===== config.mk =====
export PLATFORM = sky130hd
export DESIGN_NAME = avmm_dw_downsizer_m_flat
export DESIGN_NICKNAME = d
export VERILOG_FILES = /design/src/rtl/avmm_pkg.sv /design/src/rtl/avmm_if.sv /design/src/rtl/avmm_lane_sel_m.sv /design/src/rtl/avmm_dw_downsizer_m.sv /design/src/flat_wrapper.sv
export SDC_FILE = /design/constraint.sdc
export NUM_CORES = 1
export LEC_CHECK = 0
export CELL_PAD_IN_SITES_DETAIL_PLACEMENT = 1
export CELL_PAD_IN_SITES_GLOBAL_PLACEMENT = 1
export CORE_ASPECT_RATIO = 1.4
export CORE_MARGIN = 1
export CORE_UTILIZATION = 35
export DETAILED_ROUTE_END_ITERATION = 10
export GPL_TIMING_DRIVEN = 1
export PLACE_DENSITY = 0.77
export SYNTH_ARGS = -nofsm -noshare
export SYNTH_HDL_FRONTEND = slang
export SYNTH_SLANG_ARGS = --single-unit

===== constraint.sdc =====
create_clock -name clk -period 3.3 [get_ports clk]
set_clock_uncertainty 0.05 [all_clocks]
set_input_delay 0.66 -clock clk [delete_from_list [all_inputs] [get_ports clk]]
set_output_delay 0.66 -clock clk [all_outputs]
set_load 0.05 [all_outputs]

===== src/rtl/avmm_pkg.sv =====
// Shared types and helpers for the Avalon-MM data-width downsizer.
package avmm_pkg;

    localparam int BCW    = 4;
    localparam int MAX_SB = 64;

    typedef enum logic [2:0] {
        ST_IDLE,
        ST_WR,
        ST_RD,
        ST_RD_WAIT,
        ST_RESP
    } state_t;

    function automatic int lane_count(input int mdw, input int sdw);
        return mdw / sdw;
    endfunction

    function automatic logic lane_active(input logic [MAX_SB-1:0] slice);
        return |slice;
    endfunction

endpackage


===== src/rtl/avmm_if.sv =====
// Avalon-MM bus bundle; master drives the request, slave drives the response.
interface avmm_if
    import avmm_pkg::*;
#(
    parameter int AW = 16,
    parameter int DW = 32
) ();

    logic [AW-1:0]   address;
    logic            read;
    logic            write;
    logic [BCW-1:0]  burstcount;
    logic [DW-1:0]   writedata;
    logic [DW/8-1:0] byteenable;
    logic            waitrequest;
    logic [DW-1:0]   readdata;
    logic            readdatavalid;

    modport master (
        output address, read, write, burstcount, writedata, byteenable,
        input  waitrequest, readdata, readdatavalid
    );

    modport slave (
        input  address, read, write, burstcount, writedata, byteenable,
        output waitrequest, readdata, readdatavalid
    );

endinterface


===== src/rtl/avmm_lane_sel_m.sv =====
// Priority encoder: lowest set bit of the remaining-lane mask, plus an empty flag.
module avmm_lane_sel_m
    import avmm_pkg::*;
#(
    parameter int N  = 2,
    parameter int LW = (N > 1) ? $clog2(N) : 1
) (
    input  logic [N-1:0]  mask,
    output logic [LW-1:0] lane,
    output logic          none
);

    always_comb begin
        lane = '0;
        for (int i = N - 1; i >= 0; i--) begin
            if (mask[i]) lane = LW'(i);
        end
    end

    assign none = ~|mask;

endmodule


===== src/rtl/avmm_dw_downsizer_m.sv =====
// Splits one wide Avalon-MM access into sequential narrow accesses on active lanes,
// reassembling read lanes into a single registered wide response.
module avmm_dw_downsizer_m
    import avmm_pkg::*;
#(
    parameter int AW  = 16,
    parameter int MDW = 64,
    parameter int SDW = 32
) (
    input logic    clk,
    input logic    rst_n,
    avmm_if.slave  m,
    avmm_if.master s
);

    localparam int N   = lane_count(MDW, SDW);
    localparam int SB  = SDW / 8;
    localparam int MBE = MDW / 8;
    localparam int LW  = (N > 1) ? $clog2(N) : 1;

    if ((SDW < 8) || (SDW % 8 != 0) || (MDW % SDW != 0) || (N < 1) || ((N & (N - 1)) != 0)) begin : g_bad_widths
        $error("avmm_dw_downsizer_m: MDW/SDW must be a power of two and SDW a multiple of 8");
    end

    state_t          state, state_nxt;
    logic [AW-1:0]   base_q;
    logic [MBE-1:0]  be_q;
    logic [MDW-1:0]  wdata_q, asm_q, rdata_q, asm_merged;
    logic [N-1:0]    remain_q, remain_clr, cap_mask;
    logic [LW-1:0]   lane_q, lane_idx;
    logic            lane_none;
    logic            unused_burst;

    assign unused_burst = ^m.burstcount;

    avmm_lane_sel_m #(.N(N), .LW(LW)) u_lane_sel (
        .mask (remain_q),
        .lane (lane_idx),
        .none (lane_none)
    );

    // NOTE: every always_comb output gets a default first, so no path leaves it unassigned and no latch is inferred.
    always_comb begin
        cap_mask = '0;
        for (int i = 0; i < N; i++) begin
            cap_mask[i] = lane_active(MAX_SB'(m.byteenable[i*SB +: SB]));
        end
    end

    always_comb begin
        remain_clr = remain_q & ~(N'(1) << lane_idx);
        asm_merged = asm_q;
        asm_merged[int'(lane_q)*SDW +: SDW] = s.readdata;
    end

    always_comb begin
        state_nxt = state;
        case (state)
            ST_IDLE: begin
                if (m.write)     state_nxt = (|cap_mask) ? ST_WR : ST_IDLE;
                else if (m.read) state_nxt = (|cap_mask) ? ST_RD : ST_RESP;
            end
            ST_WR:      if (!s.waitrequest && (remain_clr == '0)) state_nxt = ST_IDLE;
            ST_RD:      if (!s.waitrequest) state_nxt = ST_RD_WAIT;
            ST_RD_WAIT: if (s.readdatavalid) state_nxt = lane_none ? ST_RESP : ST_RD;
            ST_RESP:    state_nxt = ST_IDLE;
            default:    state_nxt = ST_IDLE;
        endcase
    end

    // NOTE: sequential state uses non-blocking assignments so every register samples pre-edge values.
    always_ff @(posedge clk or negedge rst_n) begin
        if (!rst_n) state <= ST_IDLE;
        else        state <= state_nxt;
    end

    always_ff @(posedge clk or negedge rst_n) begin
        if (!rst_n) begin
            base_q   <= '0;
            be_q     <= '0;
            wdata_q  <= '0;
            remain_q <= '0;
            lane_q   <= '0;
            asm_q    <= '0;
            rdata_q  <= '0;
        end else begin
            case (state)
                ST_IDLE: begin
                    if (m.write || m.read) begin
                        base_q   <= m.address & ~AW'(MBE - 1);
                        be_q     <= m.byteenable;
                        wdata_q  <= m.writedata;
                        remain_q <= cap_mask;
                        asm_q    <= '0;
                        if (!m.write && (cap_mask == '0)) rdata_q <= '0;
                    end
                end
                ST_WR: if (!s.waitrequest) remain_q <= remain_clr;
                ST_RD: begin
                    if (!s.waitrequest) begin
                        remain_q <= remain_clr;
                        lane_q   <= lane_idx;
                    end
                end
                ST_RD_WAIT: begin
                    // Slave responses are only meaningful while a narrow read is outstanding.
                    if (s.readdatavalid) begin
                        asm_q <= asm_merged;
                        if (lane_none) rdata_q <= asm_merged;
                    end
                end
                default: ;
            endcase
        end
    end

    assign m.waitrequest   = (state != ST_IDLE);
    assign m.readdatavalid = (state == ST_RESP);
    assign m.readdata      = rdata_q;

    assign s.read       = (state == ST_RD);
    assign s.write      = (state == ST_WR);
    assign s.burstcount = BCW'(1);
    assign s.address    = base_q + AW'(int'(lane_idx) * SB);
    assign s.writedata  = wdata_q[int'(lane_idx)*SDW +: SDW];
    assign s.byteenable = be_q[int'(lane_idx)*SB +: SB];

endmodule


===== src/flat_wrapper.sv =====
// flat-port wrapper written by rule: the top's interface ports become plain ports
module avmm_dw_downsizer_m_flat import avmm_pkg::*;
#(
    parameter int AW  = 16,
    parameter int MDW = 64,
    parameter int SDW = 32
)
  (clk, rst_n, m_address, m_read, m_write, m_burstcount, m_writedata, m_byteenable, m_waitrequest, m_readdata, m_readdatavalid, s_address, s_read, s_write, s_burstcount, s_writedata, s_byteenable, s_waitrequest, s_readdata, s_readdatavalid);
  avmm_if #(.AW(AW), .DW(64)) m_i ();
  avmm_if #(.AW(AW), .DW(32)) s_i ();
  input logic clk;
  input logic rst_n;
  input wire logic [$bits(m_i.address)-1:0] m_address;
  input wire logic [$bits(m_i.read)-1:0] m_read;
  input wire logic [$bits(m_i.write)-1:0] m_write;
  input wire logic [$bits(m_i.burstcount)-1:0] m_burstcount;
  input wire logic [$bits(m_i.writedata)-1:0] m_writedata;
  input wire logic [$bits(m_i.byteenable)-1:0] m_byteenable;
  output wire logic [$bits(m_i.waitrequest)-1:0] m_waitrequest;
  output wire logic [$bits(m_i.readdata)-1:0] m_readdata;
  output wire logic [$bits(m_i.readdatavalid)-1:0] m_readdatavalid;
  output wire logic [$bits(s_i.address)-1:0] s_address;
  output wire logic [$bits(s_i.read)-1:0] s_read;
  output wire logic [$bits(s_i.write)-1:0] s_write;
  output wire logic [$bits(s_i.burstcount)-1:0] s_burstcount;
  output wire logic [$bits(s_i.writedata)-1:0] s_writedata;
  output wire logic [$bits(s_i.byteenable)-1:0] s_byteenable;
  input wire logic [$bits(s_i.waitrequest)-1:0] s_waitrequest;
  input wire logic [$bits(s_i.readdata)-1:0] s_readdata;
  input wire logic [$bits(s_i.readdatavalid)-1:0] s_readdatavalid;
  assign m_i.address = m_address;
  assign m_i.read = m_read;
  assign m_i.write = m_write;
  assign m_i.burstcount = m_burstcount;
  assign m_i.writedata = m_writedata;
  assign m_i.byteenable = m_byteenable;
  assign m_waitrequest = m_i.waitrequest;
  assign m_readdata = m_i.readdata;
  assign m_readdatavalid = m_i.readdatavalid;
  assign s_address = s_i.address;
  assign s_read = s_i.read;
  assign s_write = s_i.write;
  assign s_burstcount = s_i.burstcount;
  assign s_writedata = s_i.writedata;
  assign s_byteenable = s_i.byteenable;
  assign s_i.waitrequest = s_waitrequest;
  assign s_i.readdata = s_readdata;
  assign s_i.readdatavalid = s_readdatavalid;
  avmm_dw_downsizer_m #(.AW(AW), .MDW(MDW), .SDW(SDW)) u_core (.clk(clk), .rst_n(rst_n), .m(m_i), .s(s_i));
endmodule

## Yosys cells after proc, flatten, opt, wreduce, memory -nomap -nowiden

Cells that the tools add are included.
W data, S select, Z words.

- Bits in registers: 219
- Bits of input ports: 130
- Output and inout port bits: 124
- Logic and storage cells: 75

- Add/subtract/negate cells: 2
- Equality and inequality tests: 12
- Shift-type cells: 5
- Multiplexer cells: 23
- Bitwise operators: 3
- Reduce and logical (&&, ||, !) cells: 22

Operators by type and width:

| cell | number |
|---|---|
| $mux W64 | 6 |
| $pmux W64 S2 | 2 |
| $bwmux W64 | 1 |
| $shift A32 B33 Y64 const A | 1 |
| $shiftx A32 B33 Y64 | 1 |
| $shiftx A64 B7 Y32 | 1 |
| $neg A6 Y33 | 1 |
| $mux W3 | 7 |
| $add A16 B3 Y16 | 1 |
| $pmux W3 S4 | 1 |
| $ne A2 B2 Y1 const B | 4 |
| $reduce_or A4 Y1 | 2 |
| $reduce_or A8 Y1 | 1 |
| $shiftx A8 B4 Y4 | 1 |
| $eq A3 B2 Y1 const B | 2 |
| $ne A2 B1 Y1 const B | 3 |
| $reduce_and A3 Y1 | 2 |
| $reduce_and A5 Y1 | 1 |
| $logic_not A2 Y1 | 2 |
| $mux W2 | 2 |
| $pmux W2 S2 | 1 |
| $reduce_and A2 Y1 | 2 |
| $reduce_and A4 Y1 | 1 |
| $reduce_bool A2 Y1 | 2 |
| 14 further kinds | 19 |

## Depth between registers and ports, before layout

- Word-level depth: 9
- Depth in mapped cells: 8
- Depth with buffers taken out: 4

## Modules after synthesis

From an unflattened synthesis, not the netlist that was laid out.

- Cell total of the unflattened synthesis: 647
- Area, all modules: 9,242.6 µm²

By module, submodules not included:

| module | times used | cells each | area an instance (µm²) | seq. area each (µm²) |
|---|---|---|---|---|
| avmm_dw_downsizer_m | 1 | 645 | 9,230.1 | 5,480.3 |
| avmm_lane_sel_m | 1 | 2 | 12.5 | 0.0 |

## Worst setup path after synthesis

Ideal clock, no wire load.

- Path kind: register to register
- Start point: register u_core.state[2]
- End point: register u_core.remain_q[0]
- Setup time: 121 ps
- Arrival time: 2,454 ps
- Required time: 3,129 ps
- Path slack: 675 ps
- Stages on the path, launching flop included: 6
- Path buffers: 1
- Period minus slack after synthesis: 2,625 ps
- Cell sequence: dfrtp_1 clkbuf_1 nor3b_1 nor2_1 mux2_2 a22o_1

- Longest elaborated chain between the ends: 4
- Elaborated cells on any way between the ends: 9
- Classes of those cells: eq/ne (4); mux (1); reduce/logical (4)

Ends and longest elaborated chain:

| item | line | text |
|---|---|---|
| start: declaration | avmm_dw_downsizer_m.sv:25 | `state_t state, state_nxt;` |
| start signal: assignment | avmm_dw_downsizer_m.sv:74 | `else state <= state_nxt;` |
| $eq A3 B1 Y1 * | - |  |
| net s_write | flat_wrapper.sv:24 | `output wire logic [$bits(s_i.write)-1:0] s_write;` |
| $reduce_or A2 Y1 (no source line) * | - |  |
| $ne A2 B2 Y1 (no source line) or $reduce_bool A2 Y1 (tied branches) | - |  |
| $reduce_and A3 Y1 (no source line) | - |  |
| end signal: assignment | avmm_dw_downsizer_m.sv:93 | `remain_q <= cap_mask;` |
| end signal: assignment | avmm_dw_downsizer_m.sv:98 | `ST_WR: if (!s.waitrequest) remain_q <= remain_clr;` |
| end signal: assignment | avmm_dw_downsizer_m.sv:101 | `remain_q <= remain_clr;` |
| end: declaration | avmm_dw_downsizer_m.sv:29 | `logic [N-1:0] remain_q, remain_clr, cap_mask;` |

The timed path passes the listed nets; every way through them passes the cells marked *.
A chain may end at the register's enable or synchronous reset.

## Worst setup path after layout

- Start point: register u_core.remain_q[0]
- End point: output port s_writedata[14]

- Longest elaborated chain between the ends: 2

Ends and longest elaborated chain:

| item | line | text |
|---|---|---|
| $mux W1 | avmm_lane_sel_m.sv:16 | `if (mask[i]) lane = LW'(i);` |
| $shiftx A64 B7 Y32 | avmm_dw_downsizer_m.sv:125 | `assign s.writedata = wdata_q[int'(lane_idx)*SDW +: SDW];` |
| end: declaration | flat_wrapper.sv:26 | `output wire logic [$bits(s_i.writedata)-1:0] s_writedata;` |

No other way between the ends.

==> results.json <==
{
  "yosysUniqueCellTypes": 30,
  "synth.area.top_cells": "dfrtp_1 (59%), nand2_1 (10%), mux2i_1 (7.0%)",
  "worst-path-buf-inv": 2,
  "antenna_found_initial": 1,
  "synth_warnings": 0,
  "fin_crit_sh": 0.975,
  "syn_area_um2": 9260,
  "grt_util_all_layers": 0.195,
  "hold_class": "in2async",
  "grt_pass1_vias": 7857,
  "hold_ws_ns": 0.0969,
  "fin_setup_tns_ns": 0,
  "path_cells": "nor2b_4, buf_12, mux2_2, clkdlybuf4s50_1",
  "pwr-share-clk": 0.170,
  "drt-vias-per-instance": 5.08,
  "cts_buffers": 23,
  "combPwrFrac": 0.508,
  "final_core_util": 0.487,
  "die-width_um": 139,
  "die_area_um2": 27100,
  "power.internal_mw": 7.88,
  "hold_viol": 0,
  "grt_pass1_wl_mm": 42.6,
  "post_cts.repair.setup_buffers": 0,
  "fin_ws_ns": 0.0814,
  "drtPass1Iterations": 5,
  "gp_congestion": 0.758,
  "final_area_um2": 12700,
  "grt_max_degree": 93,
  "max_slew_margin": 0.474,
  "antenna_left": 0,
  "seqPwrFrac": 0.322,
  "crit_fanout": 37,
  "worst_pin_slew_ns": 0.788,
  "yosysTopAreaCell": "dfrtp_1",
  "cts.sinks": 219,
  "synthCells": 819,
  "wl_mm": 26.0,
  "wl_per_cell_um": 18.9,
  "p_sw_frac": 0.448,
  "clock_latency_ns": 0.52,
  "crit_path_top_delay_cell": "clkdlybuf4s50_1",
  "slew_viol_final": 0,
  "synth_top_area_frac": 0.592,
  "synth-edff-count": 0,
  "clk_pin_slew_ns": 0.06,
  "cp.depth": 4,
  "maxCapViolCount": 0,
  "io_buffers": 240,
  "fp.coreArea_um2": 26100,
  "root_buffer": "clkbuf_16",
  "synth.ff_latch_count": 219,
  "avgSynthCellArea_um2": 11.3,
  "final_cell_mix": "nand2_1 (256), clkdlybuf4s50_1 (221), dfrtp_1 (218)",
  "cpLargestDelayFamily": "buffers and inverters",
  "vias": 6999,
  "initial_utilization": 0.355,
  "htreeDepth": 1,
  "p_switching_mw": 6.40,
  "io_pins": 254,
  "power_mw": 14.3,
  "cellLeakagePower_nw": 5.98,
  "async_flop_share": 1.00,
  "power_density_nw_per_um2": 1120,
  "die_h_um": 194,
  "critPathRequiredTime_ns": 2.59,
  "clock_path_buffers": 3,
  "drive_gt1_frac": 0.0902,
  "preCtsSetupSlack_ns": 0.501,
  "startpoint_type": "register",
  "worst_setup_path_end_kind": "primary output",
  "setup_viol": 0,
  "final_cells": 1378,
  "std_cell_rows": 70,
  "area_delta_synth_final_pct": 37.3,
  "slowest_delay_ns": 0.72,
  "final_common_cell": "nand2_1",
  "postPlaceCellArea_um2": 12000,
  "vdd_drop_max_mv": 0.581,
  "clock.fmax_ghz": 0.311,
  "hpwlAfterDp_mm": 16.5,
  "ys_seq_area_frac": 0.592,
  "path_class": "reg2out",
  "drt-initial-drc-count": 275,
  "status": "complete, no violations",
  "grt_overflow": 0,
  "cp.arrival_ns": 2.51,
  "drcViolationCount": 0,
  "rr_worst_depth": 5,
  "finalNetCount": 1166,
  "grt_setup_unrepaired": "no",
  "cts_tree": "yes",
  "fin_crit_ns": 3.22,
  "ys.flop_type": "dfrtp_1",
  "dp_cells": 1335
}
[layer usage]
metal / share of wire / global-route usage
met5: 0 / 0
met1: 0.40 / 0.225
met2: 0.53 / 0.359
met4: 0.016 / 0.0609
met3: 0.051 / 0.0384
[power groups by stage]
stage | clock [mW] | combinational (mW) | sequential [mW]
after floorplan | 0 | 4.16 | 5.36
after global placement | 0 | 7.23 | 4.56
after detailed placement | 0 | 7.35 | 4.62
after CTS | 2.52 | 7.40 | 4.60
after global routing | 2.60 | 7.76 | 4.73
final | 2.43 | 7.25 | 4.59
[worst reg2reg max path: stages, from the launching register on]
cell and delay, ns:
dfrtp_1 0.50, or3_1 0.55, or2_2 0.40, o2bb2ai_4 0.16
buf_12 0.21, o2bb2ai_1 0.23
[path summary, 6_finish.rpt]
path,startpoint,endpoint,slack (ns)
min in group clk,u_core.wdata_q[54]$_DFFE_PN0P_,u_core.wdata_q[54]$_DFFE_PN0P_,0.42
max in group asynchronous,rst_n,u_core.wdata_q[51]$_DFFE_PN0P_,2.20
hold reg to reg,u_core.wdata_q[54]$_DFFE_PN0P_,u_core.wdata_q[54]$_DFFE_PN0P_,0.42
setup reg to reg,u_core.state[0]$_DFFE_PN0P_,u_core.m.readdata[57]$_DFFE_PN0P_,1.03
setup / recovery,u_core.remain_q[0]$_DFFE_PN0P_,s_writedata[14],0.08
hold / removal,rst_n,u_core.m.readdata[9]$_DFFE_PN0P_,0.1
[flip-flops by register name, summed over array words and instances, names as in the netlist]
name and cells:
u_core.base_q 13, u_core.lane_q 1, u_core.state 3, u_core.asm_q 64
u_core.remain_q 2, u_core.be_q 8, u_core.m.readdata 64, u_core.wdata_q 64
[cells in the mapped netlist (all sizes together), types with 5 or more instances]
library cell and count:
clkbuf 35, nor3 6, nand2 256, nor2 7, dfrtp 219, a22o 66
nor3b 5, mux2i 65, mux2 38, o2bb2ai 65, buf 33
[cells by family after synthesis]
kind of cell,after synthesis,synth area share
compound gates,139,0.131
other cells,2,0.000811
simple gates,286,0.122
mux,103,0.116
flops,219,0.592
buf+inv,70,0.0378
[final cells by class]
class | instances | area (um^2)
diodes | 1 | 2.50
clock buffers | 34 | 637
clock inverters | 8 | 52.6
fillers | 2808 | 13400
inverters | 2 | 7.51
multi-input cells | 534 | 3490
repair buffers | 256 | 2640
well taps | 324 | 405
flip-flops and latches | 219 | 5480
[timing repair]
item | CTS | global route
gates resized for setup | 0 | 18
hold buffers | 0 | 0
endpoints found under the setup margin | 0 | 18
endpoints found under the hold margin | 0 | 0
Power figures use the tool's default switching activity.
